==> src/rtl/m_led_pattern.sv <==
// Multi-mode LED pattern generator: binary count, per-channel PWM, breathing and bounce scan,
// all advanced by one shared prescaler step. Every output is registered.
module m_led_pattern #(
  parameter int N_LED    = 4,
  parameter int DIV_BITS = 22,
  parameter int PWM_BITS = 8
) (
  input  logic                      w_clk,
  input  logic                      w_rst_n,
  input  logic [1:0]                w_mode,
  input  logic [N_LED*PWM_BITS-1:0] w_duty,
  output logic                      w_step,
  output logic [N_LED-1:0]          w_led
);

  typedef enum logic [1:0] {
    MODE_COUNT   = 2'd0,
    MODE_PWM     = 2'd1,
    MODE_BREATHE = 2'd2,
    MODE_SCAN    = 2'd3
  } mode_e;

  localparam logic [DIV_BITS-1:0] PRE_ONE  = DIV_BITS'(1);
  localparam logic [DIV_BITS-1:0] PRE_MAX  = '1;
  localparam logic [PWM_BITS-1:0] PWM_ONE  = PWM_BITS'(1);
  localparam logic [PWM_BITS-1:0] LVL_TOP  = PWM_BITS'((2 ** PWM_BITS) - 2);
  localparam logic [N_LED-1:0]    CNT_ONE  = N_LED'(1);
  localparam logic [N_LED-1:0]    POS_INIT = N_LED'(1);

  logic [DIV_BITS-1:0] pre_q, pre_d;
  logic                wrap_q, wrap_d;
  logic                step_q, step_d;
  logic [PWM_BITS-1:0] pwm_q, pwm_d;
  mode_e               mode_q, mode_d;
  logic [N_LED-1:0]    cnt_q, cnt_d;
  logic [PWM_BITS-1:0] lvl_q, lvl_d;
  logic                lvl_down_q, lvl_down_d;
  logic [N_LED-1:0]    pos_q, pos_d;
  logic                pos_down_q, pos_down_d;
  logic [N_LED-1:0]    led_q, led_d;

  assign w_step = step_q;
  assign w_led  = led_q;

  // Timebase: wrap_q marks the all-ones->0 wrap, step_q fires the cycle after it.
  always_comb begin
    pre_d  = pre_q + PRE_ONE;
    pwm_d  = pwm_q + PWM_ONE;
    wrap_d = (pre_q == PRE_MAX);
    step_d = wrap_q;
  end

  // Mode, count and breathing level advance only on step cycles, whatever mode is active.
  always_comb begin
    mode_d     = mode_q;
    cnt_d      = cnt_q;
    lvl_d      = lvl_q;
    lvl_down_d = lvl_down_q;
    if (step_q) begin
      mode_d = mode_e'(w_mode);
      cnt_d  = cnt_q + CNT_ONE;
      if (!lvl_down_q) begin
        lvl_d = lvl_q + PWM_ONE;
        if (lvl_q == LVL_TOP) begin
          lvl_down_d = 1'b1;
        end else begin
          lvl_down_d = 1'b0;
        end
      end else begin
        lvl_d = lvl_q - PWM_ONE;
        if (lvl_q == PWM_ONE) begin
          lvl_down_d = 1'b0;
        end else begin
          lvl_down_d = 1'b1;
        end
      end
    end else begin
      mode_d = mode_q;
    end
  end

  // Bounce scan: turn around once the lit bit reaches either end.
  generate
    if (N_LED == 1) begin : g_scan_single
      always_comb begin
        pos_d      = POS_INIT;
        pos_down_d = 1'b0;
      end
    end else begin : g_scan_multi
      always_comb begin
        pos_d      = pos_q;
        pos_down_d = pos_down_q;
        if (step_q) begin
          if (!pos_down_q) begin
            pos_d      = pos_q << 1;
            pos_down_d = pos_q[N_LED-2];
          end else begin
            pos_d      = pos_q >> 1;
            pos_down_d = !pos_q[1];
          end
        end else begin
          pos_d = pos_q;
        end
      end
    end
  endgenerate

  // LED drive for the active mode, registered next edge.
  always_comb begin
    led_d = '0;
    case (mode_q)
      MODE_COUNT: led_d = cnt_q;
      MODE_PWM: begin
        for (int i = 0; i < N_LED; i++) begin
          led_d[i] = (pwm_q < w_duty[i*PWM_BITS +: PWM_BITS]);
        end
      end
      MODE_BREATHE: led_d = {N_LED{(pwm_q < lvl_q)}};
      MODE_SCAN:    led_d = pos_q;
      default:      led_d = '0;
    endcase
  end

  // State registers, asynchronously cleared.
  always_ff @(posedge w_clk or negedge w_rst_n) begin
    if (!w_rst_n) begin
      pre_q      <= '0;
      wrap_q     <= 1'b0;
      step_q     <= 1'b0;
      pwm_q      <= '0;
      mode_q     <= MODE_COUNT;
      cnt_q      <= '0;
      lvl_q      <= '0;
      lvl_down_q <= 1'b0;
      pos_q      <= POS_INIT;
      pos_down_q <= 1'b0;
      led_q      <= '0;
    end else begin
      pre_q      <= pre_d;
      wrap_q     <= wrap_d;
      step_q     <= step_d;
      pwm_q      <= pwm_d;
      mode_q     <= mode_d;
      cnt_q      <= cnt_d;
      lvl_q      <= lvl_d;
      lvl_down_q <= lvl_down_d;
      pos_q      <= pos_d;
      pos_down_q <= pos_down_d;
      led_q      <= led_d;
    end
  end

endmodule

==> config.mk <==
export PLATFORM = sky130hd
export DESIGN_NAME = m_led_pattern
export DESIGN_NICKNAME = d
export VERILOG_FILES = /design/src/rtl/m_led_pattern.sv
export SDC_FILE = /design/constraint.sdc
export NUM_CORES = 1
export LEC_CHECK = 0
export BUFFER_PORTS_ARGS = -buffer_cell sky130_fd_sc_hd__buf_2
export CAP_MARGIN = 20
export CORE_MARGIN = 2
export CORE_UTILIZATION = 60
export CTS_CLUSTER_DIAMETER = 80
export DETAILED_ROUTE_END_ITERATION = 7
export PLACE_DENSITY_LB_ADDON = 0.08
export SYNTH_ARGS = -nofsm -noshare
export SYNTH_HDL_FRONTEND = slang
export SYNTH_SLANG_ARGS = --single-unit
==> constraint.sdc <==
create_clock -name w_clk -period 2.95 [get_ports w_clk]
set_input_delay 0.1475 -clock w_clk [delete_from_list [all_inputs] [get_ports w_clk]]
set_output_delay 0.1475 -clock w_clk [all_outputs]
set_load 0.005 [all_outputs]
Word level (Yosys, flattened, before mapping)
Cells that the tools add are included.
Storage, ports and cells
  flip-flop bits (word level): 56
  word-level logic and storage cells: 36
  input port bits: 36
Operators by class
  add/subtract/negate cells: 5
  $lt $le $gt $ge: 5
  mux-type cells: 7
  reduce and logical (&&, ||, !) cells: 2
  equal/unequal tests: 6
Operators with widths (count)
  8-bit less-than comparator: 5
  22-bit by 1-bit adder with 22-bit output, second input constant: 1
  22-bit equality test, second input constant: 1
  8-bit by 1-bit adder with 8-bit output, second input constant: 2
  4-bit one-hot mux with 4 select lines: 1
  8-bit by 1-bit equality test with 1-bit output, second input constant: 1
  8-bit equality test, second input constant: 1
  8-bit 2-to-1 mux: 1
  8-bit by 1-bit subtractor with 8-bit output, second input constant: 1
  4-bit by 1-bit adder with 4-bit output, second input constant: 1
  2-bit equality test, second input constant: 2
  1-bit 2-to-1 mux: 4
  4-bit 2-to-1 mux: 1
  2-bit by 1-bit equality test with 1-bit output, second input constant: 1
  2-bit logical NOT: 1
  1-bit logical NOT: 1

Longest topological paths before layout
  depth after elaboration: 3
  gate-level depth with buffers: 7
  depth with buffers taken out: 6

Worst setup path before layout
OpenSTA, ideal clock, no wires.
  path type: register to register
  start: reg pwm_q[3]
  end: reg led_q[3], in the netlist w_led[3]
  clock period less this slack: 1537 ps
  stages on the path, launching flop included: 6
  data arrival time: 1411 ps
  path slack: 1413 ps
  path buffers: 0
  library setup time: 126 ps
  cells stage by stage: dfrtp_1 > ha_1 > o211ai_1 > a21oi_1 > o2111ai_1 > a311o_1
On the way
  longest elaborated chain between the ends: 2
  elaborated cells on any way between the ends: 3
Ends and longest elaborated chain
  start: declaration: line 33  | logic [PWM_BITS-1:0] pwm_q, pwm_d;
  start signal: assignment: line 142  | pwm_q <= pwm_d;
  8-bit less-than comparator, on equally long branches: line 118, 115
  4-bit one-hot mux with 4 select lines (*): line 111  | case (mode_q)
  named net led_d[3]: line 40  | logic [N_LED-1:0] led_q, led_d;
  end signal: assignment: line 149  | led_q <= led_d;
  end: declaration: line 40
Mark *: on every way through the listed nets, which the timed path passes. The rest lies on a longest branch.
A chain may end at the register's enable or synchronous reset.

Final worst setup path
  start: reg lvl_q[2]
  end: reg led_q[2], in the netlist w_led[2]
On the way
  longest elaborated chain between the ends: 2
Ends and longest elaborated chain
  start: declaration: line 36  | logic [PWM_BITS-1:0] lvl_q, lvl_d;
  start signal: assignment: line 145  | lvl_q <= lvl_d;
  8-bit less-than comparator: line 118  | MODE_BREATHE: led_d = {N_LED{(pwm_q < lvl_q)}};
  4-bit one-hot mux with 4 select lines: line 111
  named net led_d[2]: line 40
The timed path passes the listed nets, and every way through them passes these cells.

==> results.yml <==
outcome:
  run_status: "finished clean"
timing:
  rsz0062_at_grt: "no"
  fin_setup_tns_ns: 0
  worstMarginPinSlew_ns: 0.657
  slew_viol_final: 0
  max_freq_mhz: 523
  hold_viol_final: 0
  fin_crit_ns: 1.91
  period_share: 0.649
  setup_viol: 0
  slew_headroom: 0.562
  skew_ns: 0.0105
setup_path:
  critical_path_class: "flop to flop"
  critPathCaptureType: "flop"
  worstPathRequired_ns: 3.22
  cpMaxStageDelayCell: "dfrtp_1"
  cp_max_fo: 8
  critPathArrivalTime_ns: 2.18
  reg2reg_from: "lvl_q[2]$_DFFE_PN0P_"
  reg2reg_to: "w_led[2]$_DFF_PN0_"
  crit_buf_inv: 1
  rrSetupSlack_ns: 1.04
  max_stage_delay_ns: 0.49
  path_cells: "inv_1 > ha_1 > a211oi_1 > o21ai_0 > a21oi_1 > a311o_1"
  start_kind: "flop"
  critical-path-top-delay-family: "compound AO/OA/AOI/OAI gates"
  worst_r2r_path_depth: 6
clocking:
  cts-htree-levels: 2
  cts_tree: "done"
  cts.clk_slew.worst_paths_ns: 0.12
  post_cts_buffers: 0
  numCtsBuffers: 5
  clock-sinks: 56
  post_cts_resized: 0
  insertion_delay_ns: 0.32
  cts_hold_buf: 1
  root_buffer: "clkbuf_8"
  clock_path_buffers: 2
synthesis:
  synth-main-ff-cell: "dfrtp_1"
  synth_top_cell_by_area: "dfrtp_1"
  yosys-top-cells-count: "dfrtp_1, inv_1, ha_1"
  synth_top_family_by_area: "adder cells"
  async_flop_share: 1.00
  yosysWarnings: 0
  synth_compound_area_frac: 0.119
  syn_area_per_cell_sq_um: 10.1
  synth_edf_count: 0
  synth_xor_area_frac: 0.0937
  ys_seq_area_frac: 0.417
  netlist-cell-type-count: 49
  yosys.area_share.simple: 0.142
  synth_area_sq_um: 3370
  syn_inst: 332
  synth.most_common_cell: "dfrtp_1"
  synthAdderAreaFrac: 0.156
  syn-num-nets: 410
  synthMuxAreaShare: 0.0126
  synth_top_area_frac: 0.409
  ys_ff_latch: 56
  synth_area_leaders: "dfrtp_1, ha_1, xnor2_1, inv_1, nand2_1"
detailed_routing:
  wirelength_um: 6700
  drc: 0
  vias: 2464
  wl_per_cell_um: 14.9
  drt_first_pass_iters: 4
  routed_via_density: 5.46
  ant_nets: 0
  drtIter0Drc: 83
floorplanning:
  initial_utilization: 0.615
  core_sq_um: 5470
  rows: 27
  die_w_um: 78.9
  ios: 41
  die-height_um: 78.9
  dieArea_sq_um: 6220
power_and_ir_drop:
  p_leak_nw: 1.91
  peakVddDrop_mv: 0.277
  p_total_mw: 1.32
  powerDensity_nw_per_um2: 350
global_routing:
  overflow: 0
  antenna_found_initial: 0
  grt_max_degree: 29
  grt_pass1_wl_um: 11700
  track_usage: 0.241
  grt_pass1_vias: 2495
placement:
  placed_area_sq_um: 3660
  place.gp.congestion: 0.892
  numPortBuffers: 40
  dp.final_hpwl_um: 5050
cells_and_area:
  num_antenna_cells: 0
  design_area_sq_um: 3760
  final_nets: 456
  area_growth_syn_to_layout_pct: 11.8
  drive_gt1_frac: 0.166
min_path:
  hold_path_depth: 3
  min_to: "mode_q[0]$_DFFE_PN0P_"
  hold_path_startpoint: "w_mode[0]"
  min_path_type: "input pin to flop"
job:
  max_cap_violations: 0
-- tightest hold or removal path: cells and delay by family --
kind,cells,cell delay [ns]
AND/OR/NAND/NOR,1,0.04
buffers and inverters,1,0.08
AO/OA/AOI/OAI,1,0.06
-- metrics by stage --
step | worst slack (ns) | instances | util | hold WS, ns
global placement | 1.16 | 442 | 0.668 | 0.206
global route | 0.933 | 451 | 0.687 | 0.0262
floorplan | 1.41 | 332 | - | -0.148
finish | 1.04 | 451 | 0.687 | 0.0322
CTS | 1.02 | 451 | 0.687 | 0.0311
detailed placement | 1.04 | 442 | 0.668 | 0.210
-- state kept, by name, summed over array words and instances, names as in the netlist --
signal / count
cnt_q: 4
lvl_down_q: 1
lvl_q: 8
mode_q: 2
pos_down_q: 1
pos_q: 4
pre_q: 22
pwm_q: 8
step_d: 1
w_led: 4
w_step: 1
-- worst max-delay path by stage --
stage	cells after the start	startpoint	slack, ns	end
detailed placement	5	pwm_q[2]$_DFF_PN0_	1.04	w_led[2]$_DFF_PN0_
CTS	6	lvl_q[2]$_DFFE_PN0P_	1.02	w_led[1]$_DFF_PN0_
global placement	5	pwm_q[2]$_DFF_PN0_	1.16	w_led[2]$_DFF_PN0_
finish	6	lvl_q[2]$_DFFE_PN0P_	1.04	w_led[2]$_DFF_PN0_
floorplan	5	pwm_q[3]$_DFF_PN0_	1.41	w_led[3]$_DFF_PN0_
global route	6	lvl_q[2]$_DFFE_PN0P_	0.93	w_led[0]$_DFF_PN0_
-- power breakdown --
part | internal [mW] | switching (mW) | leakage (nW)
Combinational | 0.0413 | 0.0469 | 1.14
Clock | 0.174 | 0.284 | 0.0423
Sequential | 0.770 | 0.000804 | 0.727
-- cell type report --
class | instances | area [sq um]
Clock buffer | 5 | 68.8
Clock inverter | 3 | 26.3
Fill cell | 446 | 1710
Inverter | 46 | 173
Multi-Input combinational cell | 224 | 1760
Sequential cell | 56 | 1400
Tap cell | 72 | 90.1
Timing Repair Buffer | 45 | 240
-- layer usage --
layer | GRT usage | vias to the layer above | share of wire
li1 | - | 1247 | -
met1 | 0.333 | 1162 | 0.48
met2 | 0.391 | 49 | 0.47
met3 | 0.0455 | 6 | 0.041
met4 | 0.0690 | 0 | 0.012
met5 | 0 | - | 0
-- cell families (layout without fill, tap and decap cells) --
logic type                 after synthesis  in the layout
DFF                                     56             56
muxes                                    4              4
adders and majority gates               42             42
xor gates and xnor gates                36             36
and+or+nand+nor                         83             83
AOI/OAI and AO/OA                       59             59
buffers and inverters                   52             99
-- placed cells by master (no fill, tap or decap), types with 2 or more instances in the layout --
master      instances
a211oi_1            4
a21oi_1            15
a22o_1              7
a311o_1             3
and3_1              3
and4_1              3
buf_2              40
buf_4               4
clkbuf_8            5
clkinvlp_4          2
dfrtp_1            55
ha_1               42
inv_1              46
mux2_2              2
mux2i_1             2
nand2_1            22
nand2b_1            2
nand3_1            14
nand4_1             6
nor2_1             17
nor4_1              2
nor4_4              2
o2111ai_1           2
o211ai_1            5
o21ai_0            12
o41ai_1             2
xnor2_1            27
xor2_1              9
Note: power is estimated with default switching activity, not from simulation.
